### src/rtl/mips_multicycle_control_pkg.sv
`default_nettype none
// ============================================================================
// Module  : mips_multicycle_control_pkg
// Brief   : Shared encodings for the multi-cycle MIPS control FSM.
// Revision: 1.0 - initial release
// ============================================================================
package mips_multicycle_control_pkg;

    typedef enum logic [3:0] {
        S_IDLE     = 4'd0,
        S_FETCH    = 4'd1,
        S_DECODE   = 4'd2,
        S_MEM_ADDR = 4'd3,
        S_MEM_RD   = 4'd4,
        S_MEM_WB   = 4'd5,
        S_MEM_WR   = 4'd6,
        S_R_EXEC   = 4'd7,
        S_R_WB     = 4'd8,
        S_I_EXEC   = 4'd9,
        S_I_WB     = 4'd10,
        S_BRANCH   = 4'd11,
        S_JUMP     = 4'd12
    } state_e;

    typedef enum logic [2:0] {
        ALU_AND = 3'b000,
        ALU_OR  = 3'b001,
        ALU_ADD = 3'b010,
        ALU_SUB = 3'b110,
        ALU_SLT = 3'b111
    } alu_ctrl_e;

    // Instruction class held from DECODE through the execute states
    typedef enum logic [2:0] {
        C_NONE = 3'd0,
        C_R    = 3'd1,
        C_LW   = 3'd2,
        C_SW   = 3'd3,
        C_IMM  = 3'd4,
        C_BEQ  = 3'd5,
        C_BNE  = 3'd6,
        C_J    = 3'd7
    } iclass_e;

    localparam logic [5:0] OP_RTYPE = 6'b000000;
    localparam logic [5:0] OP_LW    = 6'b100011;
    localparam logic [5:0] OP_SW    = 6'b101011;
    localparam logic [5:0] OP_ADDI  = 6'b001000;
    localparam logic [5:0] OP_ORI   = 6'b001101;
    localparam logic [5:0] OP_SLTI  = 6'b001010;
    localparam logic [5:0] OP_BEQ   = 6'b000100;
    localparam logic [5:0] OP_BNE   = 6'b000101;
    localparam logic [5:0] OP_J     = 6'b000010;

    localparam logic [5:0] FN_ADD   = 6'b100000;
    localparam logic [5:0] FN_SUB   = 6'b100010;
    localparam logic [5:0] FN_AND   = 6'b100100;
    localparam logic [5:0] FN_OR    = 6'b100101;
    localparam logic [5:0] FN_SLT   = 6'b101010;

    function automatic iclass_e op_class(input logic [5:0] op);
        case (op)
            OP_RTYPE:                  return C_R;
            OP_LW:                     return C_LW;
            OP_SW:                     return C_SW;
            OP_ADDI, OP_ORI, OP_SLTI:  return C_IMM;
            OP_BEQ:                    return C_BEQ;
            OP_BNE:                    return C_BNE;
            OP_J:                      return C_J;
            default:                   return C_NONE;
        endcase
    endfunction

endpackage
`default_nettype wire

### src/rtl/mips_multicycle_control_if.sv
`default_nettype none
// ============================================================================
// Module  : mips_multicycle_control_if
// Brief   : Instruction-field, memory-handshake and datapath-control bundle.
// Revision: 1.0 - initial release
// ============================================================================
interface mips_multicycle_control_if;
    logic [5:0] opcode_i;
    logic [5:0] funct_i;
    logic       zero_i;
    logic       mem_ready_i;

    logic       ir_write_o;
    logic       pc_en_o;
    logic [1:0] pc_source_o;
    logic       iord_o;
    logic       mem_read_o;
    logic       mem_write_o;
    logic       reg_write_o;
    logic       reg_dst_o;
    logic       mem_to_reg_o;
    logic       alu_src_a_o;
    logic [1:0] alu_src_b_o;
    logic [2:0] alu_ctrl_o;
    logic       illegal_op_o;
    logic       bus_error_o;
    logic [3:0] state_o;

    modport slave (
        input  opcode_i, funct_i, zero_i, mem_ready_i,
        output ir_write_o, pc_en_o, pc_source_o, iord_o, mem_read_o, mem_write_o,
               reg_write_o, reg_dst_o, mem_to_reg_o, alu_src_a_o, alu_src_b_o,
               alu_ctrl_o, illegal_op_o, bus_error_o, state_o
    );

    modport master (
        output opcode_i, funct_i, zero_i, mem_ready_i,
        input  ir_write_o, pc_en_o, pc_source_o, iord_o, mem_read_o, mem_write_o,
               reg_write_o, reg_dst_o, mem_to_reg_o, alu_src_a_o, alu_src_b_o,
               alu_ctrl_o, illegal_op_o, bus_error_o, state_o
    );
endinterface
`default_nettype wire

### src/rtl/mips_alu_ctrl_decode.sv
`default_nettype none
// ============================================================================
// Module  : mips_alu_ctrl_decode
// Brief   : Combinational opcode/funct -> ALU control and legality decode.
// Revision: 1.0 - initial release
// ============================================================================
module mips_alu_ctrl_decode
    import mips_multicycle_control_pkg::*;
(
    input  logic [5:0] opcode_i,
    input  logic [5:0] funct_i,
    output alu_ctrl_e  alu_ctrl_o,
    output logic       legal_o
);

    always_comb begin
        alu_ctrl_o = ALU_ADD;
        legal_o    = 1'b1;
        case (opcode_i)
            OP_RTYPE: begin
                case (funct_i)
                    FN_ADD:  alu_ctrl_o = ALU_ADD;
                    FN_SUB:  alu_ctrl_o = ALU_SUB;
                    FN_AND:  alu_ctrl_o = ALU_AND;
                    FN_OR:   alu_ctrl_o = ALU_OR;
                    FN_SLT:  alu_ctrl_o = ALU_SLT;
                    default: legal_o    = 1'b0;
                endcase
            end
            OP_LW, OP_SW, OP_ADDI, OP_J: alu_ctrl_o = ALU_ADD;
            OP_ORI:                      alu_ctrl_o = ALU_OR;
            OP_SLTI:                     alu_ctrl_o = ALU_SLT;
            OP_BEQ, OP_BNE:              alu_ctrl_o = ALU_SUB;
            default:                     legal_o    = 1'b0;
        endcase
    end

endmodule
`default_nettype wire

### src/rtl/mips_multicycle_control.sv
`default_nettype none
// ============================================================================
// Module  : mips_multicycle_control
// Brief   : Multi-cycle MIPS main control FSM with memory-wait watchdog.
// Revision: 1.0 - initial release
// ============================================================================
module mips_multicycle_control
    import mips_multicycle_control_pkg::*;
#(
    parameter int unsigned WAIT_LIMIT = 15
) (
    input  wire logic                      clk,
    input  wire logic                      reset,
    mips_multicycle_control_if.slave       bus
);

    localparam logic [7:0] LIMIT_M1 = 8'(WAIT_LIMIT - 1);

    state_e    state_q, state_d;
    iclass_e   class_q;
    alu_ctrl_e alu_q;
    logic [7:0] wait_cnt_q;

    alu_ctrl_e dec_alu;
    logic      dec_legal;
    logic      wait_state;
    logic      timeout;

    mips_alu_ctrl_decode u_alu_dec (
        .opcode_i   (bus.opcode_i),
        .funct_i    (bus.funct_i),
        .alu_ctrl_o (dec_alu),
        .legal_o    (dec_legal)
    );

    assign wait_state = (state_q == S_FETCH) || (state_q == S_MEM_RD) || (state_q == S_MEM_WR);
    // mem_ready in the limit cycle completes the access instead of aborting it
    assign timeout    = wait_state && !bus.mem_ready_i && (wait_cnt_q >= LIMIT_M1);

    always_comb begin
        state_d = state_q;
        case (state_q)
            S_IDLE:     state_d = S_FETCH;
            S_FETCH: begin
                if (bus.mem_ready_i)  state_d = S_DECODE;
                else if (timeout)     state_d = S_IDLE;
            end
            S_DECODE: begin
                if (!dec_legal) begin
                    state_d = S_FETCH;
                end else begin
                    case (op_class(bus.opcode_i))
                        C_R:          state_d = S_R_EXEC;
                        C_LW, C_SW:   state_d = S_MEM_ADDR;
                        C_IMM:        state_d = S_I_EXEC;
                        C_BEQ, C_BNE: state_d = S_BRANCH;
                        C_J:          state_d = S_JUMP;
                        default:      state_d = S_FETCH;
                    endcase
                end
            end
            S_MEM_ADDR: state_d = (class_q == C_LW) ? S_MEM_RD : S_MEM_WR;
            S_MEM_RD: begin
                if (bus.mem_ready_i)  state_d = S_MEM_WB;
                else if (timeout)     state_d = S_IDLE;
            end
            S_MEM_WR: begin
                if (bus.mem_ready_i)  state_d = S_FETCH;
                else if (timeout)     state_d = S_IDLE;
            end
            S_MEM_WB:   state_d = S_FETCH;
            S_R_EXEC:   state_d = S_R_WB;
            S_R_WB:     state_d = S_FETCH;
            S_I_EXEC:   state_d = S_I_WB;
            S_I_WB:     state_d = S_FETCH;
            S_BRANCH:   state_d = S_FETCH;
            S_JUMP:     state_d = S_FETCH;
            default:    state_d = S_IDLE;
        endcase
    end

    always_ff @(posedge clk or posedge reset) begin
        if (reset) begin
            state_q    <= S_IDLE;
            class_q    <= C_NONE;
            alu_q      <= ALU_ADD;
            wait_cnt_q <= 8'd0;
        end else begin
            state_q <= state_d;
            if (state_q == S_DECODE) begin
                class_q <= op_class(bus.opcode_i);
                alu_q   <= dec_alu;
            end
            // Any state change restarts the count; only wait states ever self-loop
            if (state_d != state_q)
                wait_cnt_q <= 8'd0;
            else if (wait_cnt_q != 8'hFF)
                wait_cnt_q <= wait_cnt_q + 8'd1;
        end
    end

    logic       ir_write, pc_en, iord, mem_read, mem_write, reg_write;
    logic       reg_dst, mem_to_reg, alu_src_a, illegal_op;
    logic [1:0] pc_source, alu_src_b;
    logic [2:0] alu_ctrl;

    always_comb begin
        ir_write   = 1'b0;
        pc_en      = 1'b0;
        pc_source  = 2'b00;
        iord       = 1'b0;
        mem_read   = 1'b0;
        mem_write  = 1'b0;
        reg_write  = 1'b0;
        reg_dst    = 1'b0;
        mem_to_reg = 1'b0;
        alu_src_a  = 1'b0;
        alu_src_b  = 2'b00;
        alu_ctrl   = 3'b000;
        illegal_op = 1'b0;
        case (state_q)
            S_FETCH: begin
                mem_read  = 1'b1;
                alu_src_b = 2'b01;
                alu_ctrl  = ALU_ADD;
                ir_write  = bus.mem_ready_i;
                pc_en     = bus.mem_ready_i;
            end
            S_DECODE: begin
                alu_src_b  = 2'b11;
                alu_ctrl   = ALU_ADD;
                illegal_op = !dec_legal;
            end
            S_MEM_ADDR, S_I_EXEC: begin
                alu_src_a = 1'b1;
                alu_src_b = 2'b10;
                alu_ctrl  = (state_q == S_I_EXEC) ? alu_q : ALU_ADD;
            end
            S_MEM_RD: begin
                mem_read = 1'b1;
                iord     = 1'b1;
            end
            S_MEM_WB: begin
                reg_write  = 1'b1;
                mem_to_reg = 1'b1;
            end
            S_MEM_WR: begin
                mem_write = 1'b1;
                iord      = 1'b1;
            end
            S_R_EXEC: begin
                alu_src_a = 1'b1;
                alu_ctrl  = alu_q;
            end
            S_R_WB: begin
                reg_write = 1'b1;
                reg_dst   = 1'b1;
            end
            S_I_WB:     reg_write = 1'b1;
            S_BRANCH: begin
                alu_src_a = 1'b1;
                alu_ctrl  = ALU_SUB;
                pc_source = 2'b01;
                pc_en     = (class_q == C_BNE) ? !bus.zero_i : bus.zero_i;
            end
            S_JUMP: begin
                pc_source = 2'b10;
                pc_en     = 1'b1;
            end
            default: ;
        endcase
    end

    assign bus.ir_write_o   = ir_write;
    assign bus.pc_en_o      = pc_en;
    assign bus.pc_source_o  = pc_source;
    assign bus.iord_o       = iord;
    assign bus.mem_read_o   = mem_read;
    assign bus.mem_write_o  = mem_write;
    assign bus.reg_write_o  = reg_write;
    assign bus.reg_dst_o    = reg_dst;
    assign bus.mem_to_reg_o = mem_to_reg;
    assign bus.alu_src_a_o  = alu_src_a;
    assign bus.alu_src_b_o  = alu_src_b;
    assign bus.alu_ctrl_o   = alu_ctrl;
    assign bus.illegal_op_o = illegal_op;
    assign bus.bus_error_o  = timeout;
    assign bus.state_o      = state_q;

endmodule
`default_nettype wire

### src/flat_wrapper.sv
// flat-port wrapper written by rule: the top's interface ports become plain ports
module mips_multicycle_control_flat import mips_multicycle_control_pkg::*;
#(
    parameter int unsigned WAIT_LIMIT = 15
)
  (clk, reset, bus_opcode_i, bus_funct_i, bus_zero_i, bus_mem_ready_i, bus_ir_write_o, bus_pc_en_o, bus_pc_source_o, bus_iord_o, bus_mem_read_o, bus_mem_write_o, bus_reg_write_o, bus_reg_dst_o, bus_mem_to_reg_o, bus_alu_src_a_o, bus_alu_src_b_o, bus_alu_ctrl_o, bus_illegal_op_o, bus_bus_error_o, bus_state_o);
  mips_multicycle_control_if bus_i ();
  input  wire logic clk;
  input  wire logic reset;
  input wire logic [$bits(bus_i.opcode_i)-1:0] bus_opcode_i;
  input wire logic [$bits(bus_i.funct_i)-1:0] bus_funct_i;
  input wire logic [$bits(bus_i.zero_i)-1:0] bus_zero_i;
  input wire logic [$bits(bus_i.mem_ready_i)-1:0] bus_mem_ready_i;
  output wire logic [$bits(bus_i.ir_write_o)-1:0] bus_ir_write_o;
  output wire logic [$bits(bus_i.pc_en_o)-1:0] bus_pc_en_o;
  output wire logic [$bits(bus_i.pc_source_o)-1:0] bus_pc_source_o;
  output wire logic [$bits(bus_i.iord_o)-1:0] bus_iord_o;
  output wire logic [$bits(bus_i.mem_read_o)-1:0] bus_mem_read_o;
  output wire logic [$bits(bus_i.mem_write_o)-1:0] bus_mem_write_o;
  output wire logic [$bits(bus_i.reg_write_o)-1:0] bus_reg_write_o;
  output wire logic [$bits(bus_i.reg_dst_o)-1:0] bus_reg_dst_o;
  output wire logic [$bits(bus_i.mem_to_reg_o)-1:0] bus_mem_to_reg_o;
  output wire logic [$bits(bus_i.alu_src_a_o)-1:0] bus_alu_src_a_o;
  output wire logic [$bits(bus_i.alu_src_b_o)-1:0] bus_alu_src_b_o;
  output wire logic [$bits(bus_i.alu_ctrl_o)-1:0] bus_alu_ctrl_o;
  output wire logic [$bits(bus_i.illegal_op_o)-1:0] bus_illegal_op_o;
  output wire logic [$bits(bus_i.bus_error_o)-1:0] bus_bus_error_o;
  output wire logic [$bits(bus_i.state_o)-1:0] bus_state_o;
  assign bus_i.opcode_i = bus_opcode_i;
  assign bus_i.funct_i = bus_funct_i;
  assign bus_i.zero_i = bus_zero_i;
  assign bus_i.mem_ready_i = bus_mem_ready_i;
  assign bus_ir_write_o = bus_i.ir_write_o;
  assign bus_pc_en_o = bus_i.pc_en_o;
  assign bus_pc_source_o = bus_i.pc_source_o;
  assign bus_iord_o = bus_i.iord_o;
  assign bus_mem_read_o = bus_i.mem_read_o;
  assign bus_mem_write_o = bus_i.mem_write_o;
  assign bus_reg_write_o = bus_i.reg_write_o;
  assign bus_reg_dst_o = bus_i.reg_dst_o;
  assign bus_mem_to_reg_o = bus_i.mem_to_reg_o;
  assign bus_alu_src_a_o = bus_i.alu_src_a_o;
  assign bus_alu_src_b_o = bus_i.alu_src_b_o;
  assign bus_alu_ctrl_o = bus_i.alu_ctrl_o;
  assign bus_illegal_op_o = bus_i.illegal_op_o;
  assign bus_bus_error_o = bus_i.bus_error_o;
  assign bus_state_o = bus_i.state_o;
  mips_multicycle_control #(.WAIT_LIMIT(WAIT_LIMIT)) u_core (.clk(clk), .reset(reset), .bus(bus_i));
endmodule
### config.mk
export PLATFORM = sky130hd
export DESIGN_NAME = mips_multicycle_control_flat
export DESIGN_NICKNAME = d
export VERILOG_FILES = /design/src/rtl/mips_multicycle_control_pkg.sv /design/src/rtl/mips_multicycle_control_if.sv /design/src/rtl/mips_alu_ctrl_decode.sv /design/src/rtl/mips_multicycle_control.sv /design/src/flat_wrapper.sv
export SDC_FILE = /design/constraint.sdc
export NUM_CORES = 1
export LEC_CHECK = 0
export BUFFER_PORTS_ARGS = -buffer_cell sky130_fd_sc_hd__buf_2
export CORE_MARGIN = 2
export CORE_UTILIZATION = 57
export DETAILED_ROUTE_END_ITERATION = 10
export GPL_ROUTABILITY_DRIVEN = 1
export PLACE_DENSITY = 0.85
export SLEW_MARGIN = 30
export SYNTH_ARGS = -nofsm -noshare
export SYNTH_HDL_FRONTEND = slang
export SYNTH_SLANG_ARGS = --single-unit
### constraint.sdc
create_clock -name clk -period 2.8 [get_ports clk]
set_clock_uncertainty 0.05 [all_clocks]
set_input_delay 0.42 -clock clk [delete_from_list [all_inputs] [get_ports clk]]
set_output_delay 0.42 -clock clk [all_outputs]
set_load 0.05 [all_outputs]
==> results of run 1 <==
-- registers in the layout (all words and copies together), names as in the netlist --
name,flops
u_core.bus.state_o,4
u_core.wait_cnt_q,8
u_core.alu_q,3
u_core.class_q,3
-- power groups by stage --
stage,logic [mW],registers [mW],clock network (mW)
after floorplan,0.839,0.460,0
after global placement,1.14,0.390,0
after detailed placement,1.16,0.397,0
after CTS,1.17,0.391,0.168
after global routing,1.25,0.404,0.182
final,1.17,0.392,0.165
-- Yosys cell counts, types with 2 or more instances --
| master | instances | area share (%) |
|---|---|---|
| nor3_1 | 7 | 2.3 |
| and3_1 | 2 | 0.82 |
| o22ai_1 | 2 | 0.82 |
| mux2_1 | 2 | 1.5 |
| o21ai_0 | 10 | 3.3 |
| nor4b_1 | 2 | 1.1 |
| a31oi_1 | 3 | 1.2 |
| dfrtp_1 | 17 | 28 |
| inv_1 | 9 | 2.2 |
| a21oi_1 | 7 | 2.3 |
| nand4b_1 | 2 | 1.1 |
| a21boi_0 | 2 | 0.98 |
| or4_4 | 3 | 2.2 |
| and2_1 | 2 | 0.82 |
| o211ai_1 | 4 | 2.0 |
| nand3_1 | 3 | 0.98 |
| nand3b_1 | 2 | 0.98 |
| nand2b_1 | 6 | 2.5 |
| ha_1 | 2 | 1.6 |
| buf_1 | 2 | 0.49 |
| o21a_1 | 2 | 0.98 |
| a211oi_1 | 8 | 3.9 |
| nor2_1 | 18 | 4.4 |
| a22oi_1 | 2 | 0.98 |
| nor2b_1 | 5 | 2.0 |
| o211a_1 | 2 | 1.3 |
| clkbuf_1 | 6 | 1.5 |
| o21ai_1 | 3 | 0.98 |
| nor3b_1 | 4 | 2.0 |
| xnor2_1 | 2 | 1.1 |
| nor4_1 | 3 | 1.2 |
| buf_2 | 4 | 1.3 |
| nand2_1 | 10 | 2.5 |
-- layer usage --
layer / global-route usage [%] / up-vias / wire length, um
met5: 0 / - / 0
met4: 10.5 / 0 / 91
met3: 3.72 / 12 / 226
met2: 46.6 / 64 / 1950
met1: 30.2 / 729 / 1540
li1: - / 757 / -
-- placed cells by master, fill, tap and decap left out, drive strengths merged, types with 3 or more instances in the layout --
cell type and count:
dfrtp 17, mux2 3, clkbuf 4, nor2b 5, or4b 3, inv 9, nand2 10, nand3 3
buf 41, nor3 7, o211ai 4, a21oi 8, nor2 18, or4 3, nor3b 4, nand2b 6
a31oi 3, o21ai 13, conb 3, a211oi 8, nor4 4
-- worst max path at each step --
stage,end,slack (ns)
2_1_floorplan,bus_illegal_op_o,-0.22
3_3_place_gp,bus_illegal_op_o,0.54
3_5_place_dp,bus_illegal_op_o,0.50
4_1_cts,bus_illegal_op_o,0.21
5_1_grt,bus_alu_ctrl_o[0],0.01
6_report,bus_illegal_op_o,0.19
-- critical path, stage by stage (launching register included) --
cell     delay [ns]
dfrtp_1        0.60
or4b_1         0.61
nor4_2         0.32
buf_2          0.31
-- stage by stage --
step                util (%)  setup TNS, ns  hold slack (ns)  setup slack, ns  instances
detailed placement      70.1              0            0.448            0.498        245
finish                  71.6              0            0.161            0.193        249
floorplan                  -         -0.231            0.308           -0.215        186
CTS                     71.6              0            0.185            0.208        249
global route            71.6              0            0.221          0.00991        249
global placement        70.1              0            0.434            0.536        245
-- layout make-up --
cell class	count	area [um2]	area share (%)
Sequential cell	18	452	25.2
Clock buffer	4	36.3	2.03
Tap cell	30	37.5	2.10
Timing Repair Buffer	41	215	12.0
Inverter	9	33.8	1.89
Multi-Input combinational cell	147	1010	56.7
-- cell families after synthesis --
family | after synthesis | share of synthesized area (%)
AOI/OAI and AO/OA | 56 | 26.7
xor gates and xnor gates | 3 | 1.72
buffers and inverters | 21 | 5.48
adders and majority gates | 2 | 1.64
DFF | 18 | 29.5
muxes | 3 | 2.21
other | 1 | 0.245
and+or+nand+nor | 80 | 32.5
==> impl_metrics.tcl, run 1 <==
set metrics [dict create \
    outcome "finished clean" \
    pwr-share-seq_pct 22.7 \
    cts_htree_levels 1 \
    core-area_um2 2500 \
    wl_um 3810 \
    ys_types 59 \
    grt_setup_unrepaired "false" \
    synth_top_flop_cell "dfrtp_1" \
    die_y_um 55.8 \
    antenna_found_initial 0 \
    netlist_area_um2 1530 \
    p_leak_nw 0.825 \
    regToRegEndpoint "u_core.bus.state_o[1]$_DFF_PP0_" \
    grt_max_degree 20 \
    hold_viol_final 0 \
    worstPathArrival_ns 2.14 \
    grt_pass1_wl_um 6530 \
    finalCriticalPeriod_ns 2.61 \
    fin_area_um2 1790 \
    wire_per_inst_um 15.3 \
    power.density_nw_per_um2 964 \
    fillers 211 \
    antennaDiodeCount 0 \
    switchingPower_uw 984 \
    die_w_um 55.8 \
    cts_buffers 3 \
    cts_buffer_depth 2 \
    worstSetupEndpointType "output port" \
    critical_path_required_ns 2.33 \
    dp_hpwl_um 2860 \
    ant_nets 0 \
    tightestPinTransition_ns 0.711 \
    ys_seq_elements 18 \
    grt_usage_pct 25.7 \
    slew_headroom_pct 52.6 \
    final_nets 238 \
    power.internal_uw 742 \
    io_pins 38 \
    synth_edf_count 0 \
    first_global_vias 1468 \
    power_mw 1.73 \
    path_clk_slew_ns 0.12 \
    cp_max_fo 19 \
    dr.first_iter.drc_count 51 \
    num_rows 18 \
    async_reset_ff_share_pct 100 \
    drv_slew 0 \
    start_util_pct 61.2 \
    overflow 0 \
    drive_gt1_share_pct 27.4 \
    place_area_um2 1750 \
    setup_violations 0 \
    vias_per_cell 6.27 \
    seq_area_frac_synth_pct 29.5 \
    syn_to_final_growth_pct 16.9 \
    r2r_cells 4 \
    cts_resized 0 \
    regToRegSetupSlack_ns 0.77 \
    place_congestion 0.831 \
    worst_setup_path_start_kind "flop" \
    layout_worst_path_cycle_share_pct 93.1 \
    die_area_um2 3120 \
    crit_type "reg -> out" \
    crit-reg2reg-launch "u_core.bus.state_o[3]$_DFF_PP0_" \
    tritoncts "built" \
    power_frac_comb_pct 67.7 \
    synthCells 184 \
    clock_power_share_pct 9.6 \
    synth_warnings 0 \
    p_sw_share_pct 57.0 \
    hold_buffers 0 \
    cts_post_setup_buffers_inserted 0 \
    hp-class "in -> async" \
    insertion_delay_ns 0.30 \
    clkSinkCount 18 \
    irDropWorstVdd_mv 0.892 \
    drc 0 \
    dr.pass1.iters 5 \
    critPathLaunch "u_core.bus.state_o[3]$_DFF_PP0_" \
    drv_cap 0 \
    vias 1562 \
    avgSynthCellArea_um2 8.32 \
    io_buffers 37 \
    fmax_mhz 384 \
    clockRootBuffer "clkbuf_4" \
]
(Power assumes the default switching activity.)
==> inputs of run 2 (changes only) <==
Settings changed: CORE_UTILIZATION 57 to 45, PLACE_DENSITY 0.85 to 0.69.
==> impl_metrics.tcl, run 2 (synthesis gave the netlist of run 1 again) <==
set metrics [dict create \
    outcome "finished clean" \
    cp.depth 6 \
    vias_per_cell 5.58 \
    vias 1485 \
    tightestPinTransition_ns 0.673 \
    clockRootBuffer "clkbuf_4" \
    cp_max_fo 15 \
    tritoncts "built" \
    grt_setup_unrepaired "false" \
    fin_util_pct 54.9 \
    hp-class "in -> async" \
    critPathBufInv 2 \
    path_clk_slew_ns 0.10 \
    power.density_nw_per_um2 941 \
    setup_violations 0 \
    fin_ws_ns 0.398 \
    final_nets 239 \
    cts_htree_levels 1 \
    die_y_um 62.3 \
    irDropWorstVdd_mv 0.270 \
    die_w_um 62.3 \
    dp_hpwl_um 2650 \
    stdcell_count 266 \
    dpl_worst_slack_ns 0.503 \
    grt_usage_pct 19.6 \
    cts_post_setup_buffers_inserted 0 \
    num_rows 21 \
    largest_reg_flops 8 \
    busiest_layer "met2" \
    overflow 0 \
    place_area_um2 1780 \
    cpPeakStageDelay_ns 0.42 \
    worstPathArrival_ns 1.93 \
    place_congestion 0.830 \
    drive_gt1_share_pct 27.7 \
    antenna_found_initial 0 \
    drv_cap 0 \
    crit_family "simple AND/OR/NAND/NOR gates" \
    grt_pass1_wl_um 6270 \
    fin_area_um2 1820 \
    cts_buffer_depth 2 \
    die_area_um2 3880 \
    finalCriticalPeriod_ns 2.40 \
    layout_worst_path_cycle_share_pct 85.8 \
    crit_type "reg -> out" \
    core-area_um2 3310 \
    met2_usage_pct 31.5 \
    layout_common_cells "buf_2 (37), nor2_1 (18), dfrtp_1 (17)" \
    grtUsageMet1_pct 28.9 \
    fmax_mhz 416 \
    final_common_cell "buf_2" \
    insertion_delay_ns 0.29 \
    first_global_vias 1322 \
    p_leak_nw 0.830 \
    drc 0 \
    holdWs_ns 0.164 \
    clkSinkCount 18 \
    r2r_cells 5 \
    dr.pass1.iters 4 \
    largest_register "u_core.wait_cnt_q" \
    worst_setup_path_start_kind "flop" \
    path_cells "buf_4, nand2b_1, nor2_1, o21ai_0, nor2_1, buf_2" \
    grt_max_degree 19 \
    critPathSlowestCell "dfrtp_1" \
    regToRegEndpoint "u_core.wait_cnt_q[1]$_DFFE_PP0P_" \
    cts_resized 0 \
    worstSetupEndpointType "output port" \
    crit-reg2reg-launch "u_core.bus.state_o[0]$_DFF_PP0_" \
    wl_um 3460 \
    wire_per_inst_um 13.0 \
    dr.first_iter.drc_count 77 \
    syn_to_final_growth_pct 18.7 \
    antennaDiodeCount 0 \
    io_buffers 37 \
    power_mw 1.71 \
    hold_buffers 0 \
    hold_viol_final 0 \
    cp_common_cell "nor2_1" \
    critPathLaunch "u_core.bus.state_o[1]$_DFF_PP0_" \
    drv_slew 0 \
    crit_end "bus_alu_ctrl_o[0]" \
    ant_nets 0 \
    cts_buffers 3 \
    regToRegSetupSlack_ns 0.93 \
    met3_usage_pct 1.63 \
    start_util_pct 46.2 \
    tns_ns 0 \
    slew_headroom_pct 55.1 \
    io_pins 38 \
    dp_cells 262 \
    critical_path_required_ns 2.33 \
]
run 2: cell count changes in the layout (fill, tap and decap cells not counted):
cell,before,now
buf_4,4,5
run 2: worst register-to-register path: stages (launching register included):
cell and delay, ns:
dfrtp_1 0.41, buf_4 0.19, nand2b_1 0.30, a211oi_1 0.35, a22oi_1 0.20, a211oi_1 0.28
run 2: how the worst min path moves through the flow:
stage / endpoint / depth (start not counted)
6_report: u_core.alu_q[2]$_DFFE_PP0P_ / 2
5_1_grt: u_core.alu_q[2]$_DFFE_PP0P_ / 2
4_1_cts: u_core.alu_q[2]$_DFFE_PP0P_ / 2
3_5_place_dp: u_core.class_q[0]$_DFFE_PP0P_ / 1
3_3_place_gp: u_core.alu_q[0]$_DFFE_PP0P_ / 2
2_1_floorplan: u_core.alu_q[0]$_DFFE_PP0P_ / 1
run 2: final cells by class:
type	instances	area, um2
fillers	337	1490
multi-input cells	147	1010
flip-flops and latches	18	452
repair buffers	42	223
well taps	46	57.6
clock buffers	4	36.3
inverters	9	33.8
run 2: layer usage:
| layer | part of all wire, % | up-vias | wire [um] |
|---|---|---|---|
| met3 | 3.5 | 2 | 120 |
| met2 | 46 | 34 | 1600 |
| met1 | 49 | 684 | 1710 |
| li1 | - | 765 | - |
| met4 | 0.78 | 0 | 27 |
| met5 | 0 | - | 0 |
run 2: power by group:
group | switching (mW) | total, mW | internal, mW | leakage (nW)
registers | 0.0539 | 0.385 | 0.331 | 0.233
logic | 0.833 | 1.17 | 0.336 | 0.576
clock network | 0.0770 | 0.156 | 0.0791 | 0.0210
total | 0.964 | 1.71 | 0.746 | 0.830
==> inputs of run 3 (changes only) <==
Settings changed: CORE_ASPECT_RATIO set to 1.4, SKIP_CTS_REPAIR_TIMING set to 1.
==> impl_metrics.tcl, run 3 (synthesis gave the netlist of run 1 again) <==
set metrics [dict create \
    first_global_vias 1336 \
    drive_gt1_share_pct 28.1 \
    tightestPinTransition_ns 0.679 \
    r2r_cells 5 \
    irDropWorstVdd_mv 0.541 \
    clkSinkCount 18 \
    setup_violations 0 \
    insertion_delay_ns 0.25 \
    cts_buffers 3 \
    layout_common_cells "buf_2 (37), nor2_1 (18), dfrtp_1 (17)" \
    vias 1528 \
    grt_pass1_wl_um 6070 \
    worst_setup_path_start_kind "flop" \
    dr.pass1.iters 4 \
    slew_headroom_pct 54.7 \
    tritoncts "built" \
    p_leak_nw 0.842 \
    switchingPower_uw 986 \
    grt_max_degree 20 \
    ant_nets 0 \
    worstPathArrival_ns 1.90 \
    power.internal_uw 801 \
    layout_worst_path_cycle_share_pct 84.6 \
    largest_reg_flops 8 \
    finalCriticalPeriod_ns 2.37 \
    antennaDiodeCount 0 \
    clock_power_share_pct 11.8 \
    cts_buffer_depth 2 \
    die_y_um 73 \
    grt_usage_pct 20.6 \
    crit_family "simple AND/OR/NAND/NOR gates" \
    grt_setup_unrepaired "false" \
    fin_area_um2 1840 \
    pwr-share-seq_pct 21.3 \
    critical_path_required_ns 2.33 \
    worstSetupEndpointType "output port" \
    hold_viol_final 0 \
    regToRegSetupSlack_ns 0.91 \
    drv_slew 0 \
    power_frac_comb_pct 66.9 \
    place_area_um2 1780 \
    final_nets 240 \
    wl_um 3690 \
    drc 0 \
    critPathBufInv 1 \
    cp_max_fo 9 \
    path_clk_slew_ns 0.07 \
    fin_util_pct 55.4 \
    holdWs_ns 0.207 \
    start_util_pct 46.2 \
    critPathSlowestCell "or4b_1" \
    p_sw_share_pct 55.2 \
    cpPeakStageDelay_ns 0.56 \
    dr.first_iter.drc_count 55 \
    crit-reg2reg-launch "u_core.bus.state_o[0]$_DFF_PP0_" \
    io_buffers 37 \
    largest_register "u_core.wait_cnt_q" \
    vias_per_cell 5.85 \
    wire_per_inst_um 14.1 \
    final_common_cell "buf_2" \
    outcome "finished clean" \
    crit_type "reg -> out" \
    overflow 0 \
    clockRootBuffer "clkbuf_8" \
    syn_to_final_growth_pct 20.0 \
    fillers 351 \
    cts_htree_levels 1 \
    place_congestion 0.813 \
    core-area_um2 3320 \
    regToRegEndpoint "u_core.wait_cnt_q[4]$_DFFE_PP0P_" \
    hp-class "in -> async" \
    drv_cap 0 \
    power.density_nw_per_um2 974 \
    io_pins 38 \
    dp_hpwl_um 2830 \
    fmax_mhz 422 \
    antenna_found_initial 0 \
    die_area_um2 3890 \
    num_rows 25 \
    die_w_um 53.3 \
    path_cells "or4b_1, nor4_2, buf_2" \
]
==> run 3: cell types whose count changed in the layout (fill, tap and decap cells not counted), sizes merged <==
cell / change
buf: +1
==> run 3: layout make-up <==
cell class | count | area, um2 | share of cell area, %
clock buffers | 4 | 55.1 | 3.00
inverters | 9 | 33.8 | 1.84
multi-input cells | 147 | 1010 | 55.3
flip-flops and latches | 18 | 452 | 24.6
well taps | 40 | 50.0 | 2.73
repair buffers | 43 | 230 | 12.5
==> run 3: worst max-delay path by stage <==
stage,from,end,slack (ns),depth (start not counted)
floorplan,u_core.bus.state_o[1]$_DFF_PP0_,bus_illegal_op_o,-0.22,4
global placement,bus_opcode_i[1],bus_illegal_op_o,0.53,5
detailed placement,bus_opcode_i[1],bus_illegal_op_o,0.50,5
CTS,u_core.bus.state_o[3]$_DFF_PP0_,bus_illegal_op_o,0.40,3
global route,u_core.bus.state_o[3]$_DFF_PP0_,bus_illegal_op_o,0.36,3
finish,u_core.bus.state_o[3]$_DFF_PP0_,bus_illegal_op_o,0.43,3
==> run 3: per-layer routing <==
metal / routed length (um) / global-route usage (%)
met3: 100 / 1.23
met4: 75 / 8.83
met1: 1610 / 25.5
met2: 1900 / 35.8
met5: 0 / 0
==> run 3: power groups by stage <==
| stage | logic (mW) | clock network, mW | registers, mW |
|---|---|---|---|
| finish | 1.20 | 0.212 | 0.380 |
| global placement | 1.19 | 0 | 0.380 |
| floorplan | 0.839 | 0 | 0.460 |
| detailed placement | 1.19 | 0 | 0.385 |
| CTS | 1.20 | 0.216 | 0.380 |
| global route | 1.28 | 0.230 | 0.390 |
==> run 3: metrics by stage <==
| stage | TNS, ns | total power [mW] | cells | setup WS [ns] |
|---|---|---|---|---|
| after global placement | 0 | 1.57 | 257 | 0.530 |
| after CTS | 0 | 1.79 | 261 | 0.404 |
| after global routing | 0 | 1.90 | 261 | 0.362 |
| final | 0 | 1.79 | 261 | 0.431 |
| after floorplan | -0.231 | 1.30 | 186 | -0.215 |
| after detailed placement | 0 | 1.58 | 257 | 0.504 |
